===== src/rtl/pc_gen_pkg.sv =====
// rtl/pc_gen_pkg.sv - shared CPU constants and fetch-redirect FSM state type
package pc_gen_pkg;

  // Fetch FSM: RUN fetches normally, PEND holds a redirect captured under stall
  typedef enum logic {
    RUN  = 1'b0,
    PEND = 1'b1
  } pc_state_e;

  localparam logic [31:0] PC_RESET_DEFAULT = 32'h0000_0000;
  localparam int unsigned PC_STEP_DEFAULT  = 4;

  // J-format target: upper nibble of the delay-slot PC, word index, byte aligned
  function automatic logic [31:0] jump_target(input logic [31:0] base,
                                              input logic [25:0] idx);
    return {base[31:28], idx, 2'b00};
  endfunction

endpackage


===== src/rtl/pc_gen_adder32_cla.sv =====
// rtl/pc_gen_adder32_cla.sv - 32-bit adder built from chained 4-bit carry-lookahead slices
module adder32_cla (
  input  logic [31:0] a_i,
  input  logic [31:0] b_i,
  output logic [31:0] sum_o
);

  // Sum bits of one slice; only the lower three generate terms feed internal carries
  function automatic logic [3:0] cla4_sum(input logic [3:0] a,
                                          input logic [3:0] b,
                                          input logic       cin);
    logic [2:0] g;
    logic [3:0] p;
    logic [3:0] c;
    g    = a[2:0] & b[2:0];
    p    = a ^ b;
    c[0] = cin;
    c[1] = g[0] | (p[0] & cin);
    c[2] = g[1] | (p[1] & g[0]) | (p[1] & p[0] & cin);
    c[3] = g[2] | (p[2] & g[1]) | (p[2] & p[1] & g[0]) | (p[2] & p[1] & p[0] & cin);
    return p ^ c;
  endfunction

  // Lookahead carry out of one slice into the next
  function automatic logic cla4_cout(input logic [3:0] a,
                                     input logic [3:0] b,
                                     input logic       cin);
    logic [3:0] g;
    logic [3:0] p;
    g = a & b;
    p = a ^ b;
    return g[3] | (p[3] & g[2]) | (p[3] & p[2] & g[1]) |
           (p[3] & p[2] & p[1] & g[0]) | (&p & cin);
  endfunction

  logic [7:0] c;

  assign c[0] = 1'b0;

  // Eight slices; the final carry out is dropped so the sum wraps modulo 2^32
  for (genvar s = 0; s < 8; s++) begin : g_slice
    assign sum_o[4*s +: 4] = cla4_sum(a_i[4*s +: 4], b_i[4*s +: 4], c[s]);
    if (s < 7) begin : g_carry
      assign c[s+1] = cla4_cout(a_i[4*s +: 4], b_i[4*s +: 4], c[s]);
    end
  end

endmodule


===== src/rtl/pc_gen.sv =====
// rtl/pc_gen.sv - program counter with prioritised redirects, stall-pending capture and flush
module pc_gen
  import pc_gen_pkg::*;
#(
  parameter logic [31:0] RESET_PC = PC_RESET_DEFAULT,
  parameter int unsigned PC_STEP  = PC_STEP_DEFAULT
) (
  input  logic        clk,
  input  logic        rst,
  input  logic        stall,
  input  logic        br_taken,
  input  logic [31:0] br_base,
  input  logic [31:0] br_offset,
  input  logic        jump,
  input  logic [25:0] jump_index,
  input  logic        jr,
  input  logic [31:0] jr_target,
  output logic [31:0] pc,
  output logic [31:0] pc_plus4,
  output logic        fetch_valid,
  output logic        flush
);

  localparam logic [31:0] STEP = 32'(PC_STEP);

  pc_state_e   state_q, state_d;
  logic [31:0] pc_q, pc_d;
  logic [31:0] pend_q, pend_d;
  logic        live_q;

  logic [31:0] br_tgt;
  logic [31:0] redir_tgt;
  logic        redirect;

  adder32_cla u_add_seq (
    .a_i   (pc_q),
    .b_i   (STEP),
    .sum_o (pc_plus4)
  );

  adder32_cla u_add_br (
    .a_i   (br_base),
    .b_i   (br_offset << 2),
    .sum_o (br_tgt)
  );

  assign redirect = jr | jump | br_taken;

  // Redirect target selection: jr beats jump beats branch
  always_comb begin
    redir_tgt = br_tgt;
    if (jr) begin
      redir_tgt = jr_target;
    end else if (jump) begin
      redir_tgt = jump_target(br_base, jump_index);
    end
  end

  // Flush fires the cycle a redirect is actually applied; nothing is live until
  // the first edge after reset
  assign flush       = live_q & ~stall & ((state_q == PEND) | redirect);
  assign fetch_valid = live_q & (state_q == RUN) & ~flush;
  assign pc          = pc_q;

  // Next PC, pending target and state
  always_comb begin
    pc_d    = pc_q;
    pend_d  = pend_q;
    state_d = state_q;
    if (live_q) begin
      case (state_q)
        RUN: begin
          if (redirect) begin
            if (stall) begin
              pend_d  = redir_tgt;
              state_d = PEND;
            end else begin
              pc_d = redir_tgt;
            end
          end else if (!stall) begin
            pc_d = pc_plus4;
          end
        end
        PEND: begin
          if (stall) begin
            if (redirect) begin
              pend_d = redir_tgt;
            end
          end else begin
            pc_d    = redirect ? redir_tgt : pend_q;
            pend_d  = '0;
            state_d = RUN;
          end
        end
        default: state_d = RUN;
      endcase
    end
  end

  // State registers; reset drops any pending redirect
  always_ff @(posedge clk or posedge rst) begin
    if (rst) begin
      state_q <= RUN;
      pc_q    <= RESET_PC;
      pend_q  <= '0;
      live_q  <= 1'b0;
    end else begin
      state_q <= state_d;
      pc_q    <= pc_d;
      pend_q  <= pend_d;
      live_q  <= 1'b1;
    end
  end

endmodule


===== config.mk =====
export PLATFORM = sky130hd
export DESIGN_NAME = pc_gen
export DESIGN_NICKNAME = d
export VERILOG_FILES = /design/src/rtl/pc_gen_pkg.sv /design/src/rtl/pc_gen_adder32_cla.sv /design/src/rtl/pc_gen.sv
export SDC_FILE = /design/constraint.sdc
export NUM_CORES = 1
export LEC_CHECK = 0
export ABC_AREA = 1
export CORE_ASPECT_RATIO = 0.75
export CORE_UTILIZATION = 45
export DETAILED_ROUTE_END_ITERATION = 8
export PLACE_DENSITY_LB_ADDON = 0.25
export RECOVER_POWER = 50
export SLEW_MARGIN = 0
export SYNTH_ARGS = -nofsm -noshare
export SYNTH_HDL_FRONTEND = slang
export SYNTH_SLANG_ARGS = --single-unit

===== constraint.sdc =====
create_clock -name clk -period 4.2 [get_ports clk]
set_clock_uncertainty 0.1 [all_clocks]
set_input_delay 0.84 -clock clk [delete_from_list [all_inputs] [get_ports clk]]
set_output_delay 0.84 -clock clk [all_outputs]
set_load 0.02 [all_outputs]

* Word-level counts from Yosys, hierarchy flattened
Cells that the tools add are included.
Widths: inputs -> output; s select.
** Word-level totals
- Bits in registers :: 66
- Bits of input ports :: 128
- Output and inout port bits :: 66
- Logic and storage cells :: 316
** Operators by class
- Equality and inequality tests :: 4
- Muxes and demuxes :: 15
- Bitwise operators :: 279
- Reductions and logical operators :: 14
** Operators by type and width (number)
- $mux 32 :: 10
- $and 1x1->1 :: 161
- $pmux 32 s2 :: 2
- $xor 4x4->4 :: 24
- $or 1x1->1 :: 75
- $reduce_and 4->1 :: 12
- $and 4x4->4 :: 7
- $and 3x3->3 :: 8
- $ne 2x2->1 const B :: 4
- $reduce_and 3->1 :: 2
- $not 1->1 :: 4
- $mux 1 :: 2
- $pmux 1 s2 :: 1

* Depth between registers and ports, before layout
- Depth in word-level cells :: 25
- Mapped depth :: 28
- Mapped depth without buffers :: 28

* Modules after synthesis
A second synthesis with hierarchy kept.
** Second synthesis, totals
- Cells, all modules :: 1078
- Area, all modules :: 7190.6 µm²
** By module, submodules not included
- pc_gen :: times used 1, cells each 747, area an instance 4603.2 µm²
- adder32_cla (u_add_br) :: times used 1, cells each 166, area an instance 1295.0 µm²
- adder32_cla (u_add_seq) :: times used 1, cells each 165, area an instance 1292.5 µm²

* Worst setup path before layout
Ideal clock, no wire load.
- Path kind :: input to register
- Start point :: in br_base[2]
- End point :: reg pend_q[29]
- Setup time :: 82 ps
- Data arrival time :: 3543 ps
- Slack :: 475 ps
- Cell stages on the path :: 28
- Path through :: ha_1 inv_1 fa_1 inv_1 nand2_1 nand2_1 nand3_1 nand2_1 nand2_1 nand2_1 nand2_1 nand2_1 nand2_1 nand2_1 nand2_1 nand2_1 nand2_1 nand2_1 inv_1 fa_1 xor2_1 nand2_1 o21ai_0 o21ai_0 nand2_1 o21ai_0 nand2_1 a31oi_1
** On the way
- Word-level cells in the longest chain between the ends :: 25
** RTL lines
- start: declaration :: line pc_gen.sv:12 : input logic [31:0] br_base,
- $and 4x4->4 or $xor 4x4->4 (tied branches) :: line pc_gen_adder32_cla.sv:30, pc_gen_adder32_cla.sv:31
- $and 1x1->1 (on tied branches) :: line pc_gen_adder32_cla.sv:32, pc_gen_adder32_cla.sv:33
- $or 1x1->1 (tied with other cells) :: line pc_gen_adder32_cla.sv:32 : return g[3] | (p[3] & g[2]) | (p[3] & p[2] & g[1]) |
- $or 1x1->1 or $and 1x1->1 (tied branches) :: line pc_gen_adder32_cla.sv:32, pc_gen_adder32_cla.sv:33
- $or 1x1->1 * :: line pc_gen_adder32_cla.sv:32
- $and 1x1->1 * :: line pc_gen_adder32_cla.sv:33 : (p[3] & p[2] & p[1] & g[0]) | (&p & cin);
- $or 1x1->1 * :: line pc_gen_adder32_cla.sv:33
- $and 1x1->1 * :: line pc_gen_adder32_cla.sv:33
- (+9 left out)
- $and 1x1->1 * :: line pc_gen_adder32_cla.sv:18 : c[1] = g[0] | (p[0] & cin);
- $or 1x1->1 * :: line pc_gen_adder32_cla.sv:18
- $xor 4x4->4 * :: line pc_gen_adder32_cla.sv:21 : return p ^ c;
- $mux 32 * :: line pc_gen.sv:54 : end else if (jump) begin
- $mux 32 * :: line pc_gen.sv:52 : if (jr) begin
- $mux 32 (on tied branches) :: line pc_gen.sv:86, pc_gen.sv:74
- $mux 32 (on tied branches) :: line pc_gen.sv:85, pc_gen.sv:73
- $pmux 32 s2 * :: line pc_gen.sv:71 : case (state_q)
- end signal: assignment :: line pc_gen.sv:110 : pend_q <= pend_d;
- end: declaration :: line pc_gen.sv:28 : logic [31:0] pend_q, pend_d;
Mark *: on every way between the ends. The rest lies on a longest branch, timed or not. The select of a mux whose other input is x is not followed.
A chain may end at the register's enable or synchronous reset.

* Worst setup path in the final report
- Start point :: reg pc_q[2] (netlist: pc[2])
- End point :: out pc_plus4[30]
** On the way
- Word-level cells in the longest chain between the ends :: 9
** RTL lines
- start: declaration :: line pc_gen.sv:27 : logic [31:0] pc_q, pc_d;
- start signal: assignment :: line pc_gen.sv:109 : pc_q <= pc_d;
- $and 1x1->1 :: line pc_gen_adder32_cla.sv:32
- $and 1x1->1 (6 in a row) :: line pc_gen_adder32_cla.sv:33
- $and 1x1->1 :: line pc_gen_adder32_cla.sv:19 : c[2] = g[1] | (p[1] & g[0]) | (p[1] & p[0] & cin);
- $xor 4x4->4 :: line pc_gen_adder32_cla.sv:21
- end: declaration :: line pc_gen.sv:19 : output logic [31:0] pc_plus4,
No other way between the ends.

==> tab_implementation.tex <==
\begin{tabular}{lr}
\hline
Metric & Value \\
\hline
\multicolumn{2}{l}{\textbf{Timing}} \\
\quad Final count of hold timing violations & 0 \\
\quad Slew at the pin closest to its max-slew limit & about 1.2 ns \\
\quad Slack of the critical path & 0.111 ns \\
\quad Unrepaired setup endpoints after global routing & true \\
\quad Crit share post-route & 97.4\% \\
\quad Count of final max-slew check failures & 0 \\
\quad Final TNS setup & 0 ns \\
\quad Slew headroom & a little over a fifth \\
\quad F\_max & around 0.24 GHz \\
\quad Time the worst path needs with I/O delays and setup & slightly above 4 ns \\
\quad Minimum hold slack & approximately 0.37 ns \\
\quad Final setup violating endpoints & 0 \\
\multicolumn{2}{l}{\textbf{Power and ir drop}} \\
\quad Clock network power share & roughly a quarter \\
\quad PwrDens & $\sim$330 nW/um\^{}2 \\
\quad LEAKAGE & 3.91 nW \\
\quad Final total power & between 2 and 3 mW \\
\quad Sw Pwr & about 1.0 mW \\
\quad Maximum resistive drop on vdd & about 0.25 mV \\
\quad Sequential share of power & 31.1\% \\
\quad P\_int & 1.72 mW \\
\quad Net Sw Frac & between 30\% and 40\% \\
\quad Portion of total power attributed to combinational logic & between 40 and 50\% \\
\multicolumn{2}{l}{\textbf{Drt}} \\
\quad Number of design rule violations left after detail routing & 0 \\
\quad DRT Pass-1 Iters & 5 \\
\quad Iteration-0 DRC Markers & between 400 and 500 \\
\quad Via total after detailed routing & 6588 \\
\quad Post-Route WL & roughly 19 mm \\
\quad ANT nets after route & 0 \\
\quad Via density & around 5.3 \\
\quad Average wire per standard cell & roughly 15 um \\
\multicolumn{2}{l}{\textbf{Synth}} \\
\quad Synth async-reset ratio & 100\% \\
\quad Synth area leader & dfrtp\_1 \\
\quad Seq/Total Area, Yosys & between 20\% and 30\% \\
\quad Most common cell in the netlist & nand2\_1 \\
\quad Yosys cell types & 46 \\
\quad YS warnings & 0 \\
\quad Largest cells by area after synthesis & dfrtp\_1 (28\%), nand2\_1 (13\%), ha\_1 (7.7\%), nor2\_1 (6.6\%), a21oi\_1 (6.2\%) \\
\quad Leading post-synthesis cells by instance count & nand2\_1 (204), nor2\_1 (103), inv\_1 (95), a21oi\_1 (73), dfrtp\_1 (66) \\
\quad Area share of the largest cell type after synthesis & between 20\% and 30\% \\
\quad EDFF count, synth & 0 \\
\quad Synthesized Nets & 1037 \\
\quad Number of storage elements in the synthesis netlist & 66 \\
\quad Post-synthesis instance area & 5870 sq um \\
\quad Top FF cell, synth & dfrtp\_1 \\
\quad Cell count after synthesis & around 870 \\
\quad Syn Area/Cell & 6.78 sq um \\
\multicolumn{2}{l}{\textbf{Global routing}} \\
\quad Antenna violations before repair & 0 \\
\quad Overflow left after global routing & 0 \\
\quad Overall routing resource usage & roughly 29\% \\
\quad Maximum number of pins on one net before global-route repair & 49 \\
\quad First-pass GRT wire length & around 31 mm \\
\quad Via count of the first global-routing pass & $\sim$6400 \\
\multicolumn{2}{l}{\textbf{CTS}} \\
\quad Number of buffers inserted for hold repair after clock tree synthesis & 0 \\
\quad Buffer type at the clock tree root & clkbuf\_16 \\
\quad Maximum clock path buffer count & 2 \\
\quad CTS HTree Levels & 3 \\
\quad Clock Sinks & 66 \\
\quad CTS tree & yes \\
\quad Worst-skew pair later-pin latency & approximately 0.33 ns \\
\quad Clk pin slew, worst setup/hold paths & 0.05 ns \\
\quad CTS Buf Count & 9 \\
\multicolumn{2}{l}{\textbf{Critical path}} \\
\quad Kind of start point of the critical path & flop \\
\quad Data required time of the critical path & around 3.3 ns \\
\quad Crit path max fanout & 3 \\
\quad CP endpoint kind & output port \\
\quad Worst Path Class, Setup & flop to output port \\
\quad Data arrival time of the critical path & roughly 3.2 ns \\
\multicolumn{2}{l}{\textbf{Floorplan}} \\
\quad Die extent in y & around 100 um \\
\quad Core area & roughly 12000 sq um \\
\quad Starting density of the core & between 40 and 50\% \\
\quad Core Rows & 35 \\
\quad Horizontal extent of the die & between 100 and 150 um \\
\quad Die ar. & 13500 sq um \\
\quad I/O pin total & just under 200 \\
\multicolumn{2}{l}{\textbf{Flow run}} \\
\quad Number of max-cap violations & 0 \\
\multicolumn{2}{l}{\textbf{Final layout}} \\
\quad Filler Cell Count & 1070 \\
\quad Layout net count & $\sim$1200 \\
\quad Layout-stage area growth over the synthesis result & 44.8\% \\
\quad Total non-filler cell area in the finished layout & roughly 8500 sq um \\
\quad Antenna diode instance count & 0 \\
\quad Proportion of layout cells with a drive suffix above 1 & about a tenth \\
\multicolumn{2}{l}{\textbf{Hold path}} \\
\quad Kind of path behind the tightest hold check & flop to flop \\
\multicolumn{2}{l}{\textbf{Placement}} \\
\quad Setup Slack @ Placement & -0.373 ns \\
\quad Placer congestion estimate & around 0.9 \\
\quad Placed inst area & around 8100 sq um \\
\quad Number of input and output port buffers inserted & 191 \\
\quad Placed wire-length estimate after detailed placement & about 14 mm \\
\multicolumn{2}{l}{\textbf{Outcome}} \\
\quad Run status & finished clean \\
\hline
\end{tabular}
==> area by class of cell <==
type                    count  area (sq um)  share of cell area, %
multi-input cells         655          3760                   44.2
repair buffers            237          2260                   26.6
flip-flops and latches     66          1650                   19.4
inverters                  98           368                   4.33
clock buffers              14           254                   2.99
well taps                 166           208                   2.45
==> state kept, by name (all words and copies together) (netlist names) <==
signal / cells
state_q: 1
pend_q: 32
live_q: 1
pc: 32
==> power groups by stage <==
stage	Combinational [mW]	Clock, mW	Sequential, mW
4_1_cts	1.23	0.670	0.856
5_1_grt	1.36	0.699	0.875
2_1_floorplan	0.635	0	0.911
6_report	1.24	0.665	0.860
3_3_place_gp	1.20	0	0.861
3_5_place_dp	1.23	0	0.864
==> per-stage QoR <==
stage / cells / util, %
2_1_floorplan: 865 / -
3_3_place_gp: 1216 / 65.0
3_5_place_dp: 1216 / 65.0
4_1_cts: 1230 / 67.0
5_1_grt: 1236 / 68.1
6_report: 1236 / 68.1
==> path summary, 6_finish.rpt <==
path	start	endpoint	slack, ns	depth (start not counted)
worst max-delay path	pc[2]	pc_plus4[30]	0.11	11
worst min-delay path	pend_q[22]	pend_q[22]	0.37	2
worst max register to register	pc[2]	pc[29]	0.83	21
worst min register to register	pend_q[22]	pend_q[22]	0.37	2
max in group asynchronous	rst	pend_q[23]	1.18	3
min in group asynchronous	rst	pc[8]	1.16	2
==> worst max-delay path, stage by stage, from the launching register on <==
cell	delay (ns)
dfrtp_1	0.40
ha_4	0.18
nand4_4	0.13
nor2_4	0.17
nand4_4	0.13
nor2_4	0.13
buf_4	0.12
nand4_1	0.19
nor4_2	0.33
nand3_1	0.14
xor2_1	0.24
clkdlybuf4s50_1	0.65
==> layer usage <==
metal,vias to the layer above,track usage [%],share of wire [%]
met5,-,0,0
met4,0,10.1,2.3
met3,35,3.92,6.6
met2,257,50.2,48
met1,3029,37.4,43
li1,3267,-,-
==> logic make-up (layout without fill, tap and decap cells) <==
group	after synthesis	in the layout	share of synthesized area [%]
and+or+nand+nor	386	386	28.3
AOI/OAI and AO/OA	197	197	19.7
buffers and inverters	144	349	9.36
DFF	66	66	28.2
adders and majority gates	44	44	10.4
xor gates and xnor gates	27	27	4.03
other	1	1	0.0639
==> layout by cell type, fill, tap and decap left out, drive strengths merged, types with 2 or more instances in the layout <==
cell,synthesis,routed
nand4,5,5
ha,36,36
fa,8,8
a41oi,9,9
clkbuf,39,17
nand2,206,206
a22o,2,2
a31oi,22,22
nor4,3,3
nor2,109,109
dfrtp,66,66
o221ai,2,2
a211oi,5,5
inv,97,97
buf,7,45
o21ai,56,56
o211ai,6,6
xnor2,9,9
clkdlybuf4s50,0,157
xor2,18,18
nand3b,2,2
dlygate4sd3,0,28
or2,10,10
a21oi,74,74
a22oi,11,11
nor3,16,16
a2111oi,5,5
nand3,34,34
o22ai,2,2
dlymetal6s2s,0,3
==> repair_timing <==
action | in CTS | in global routing
endpoints found under the setup margin | 4 | 20
resized for setup | 7 | 34
pin swaps | 0 | 12
buffers inserted | 0 | 6
Power figures use the tool's default switching activity.
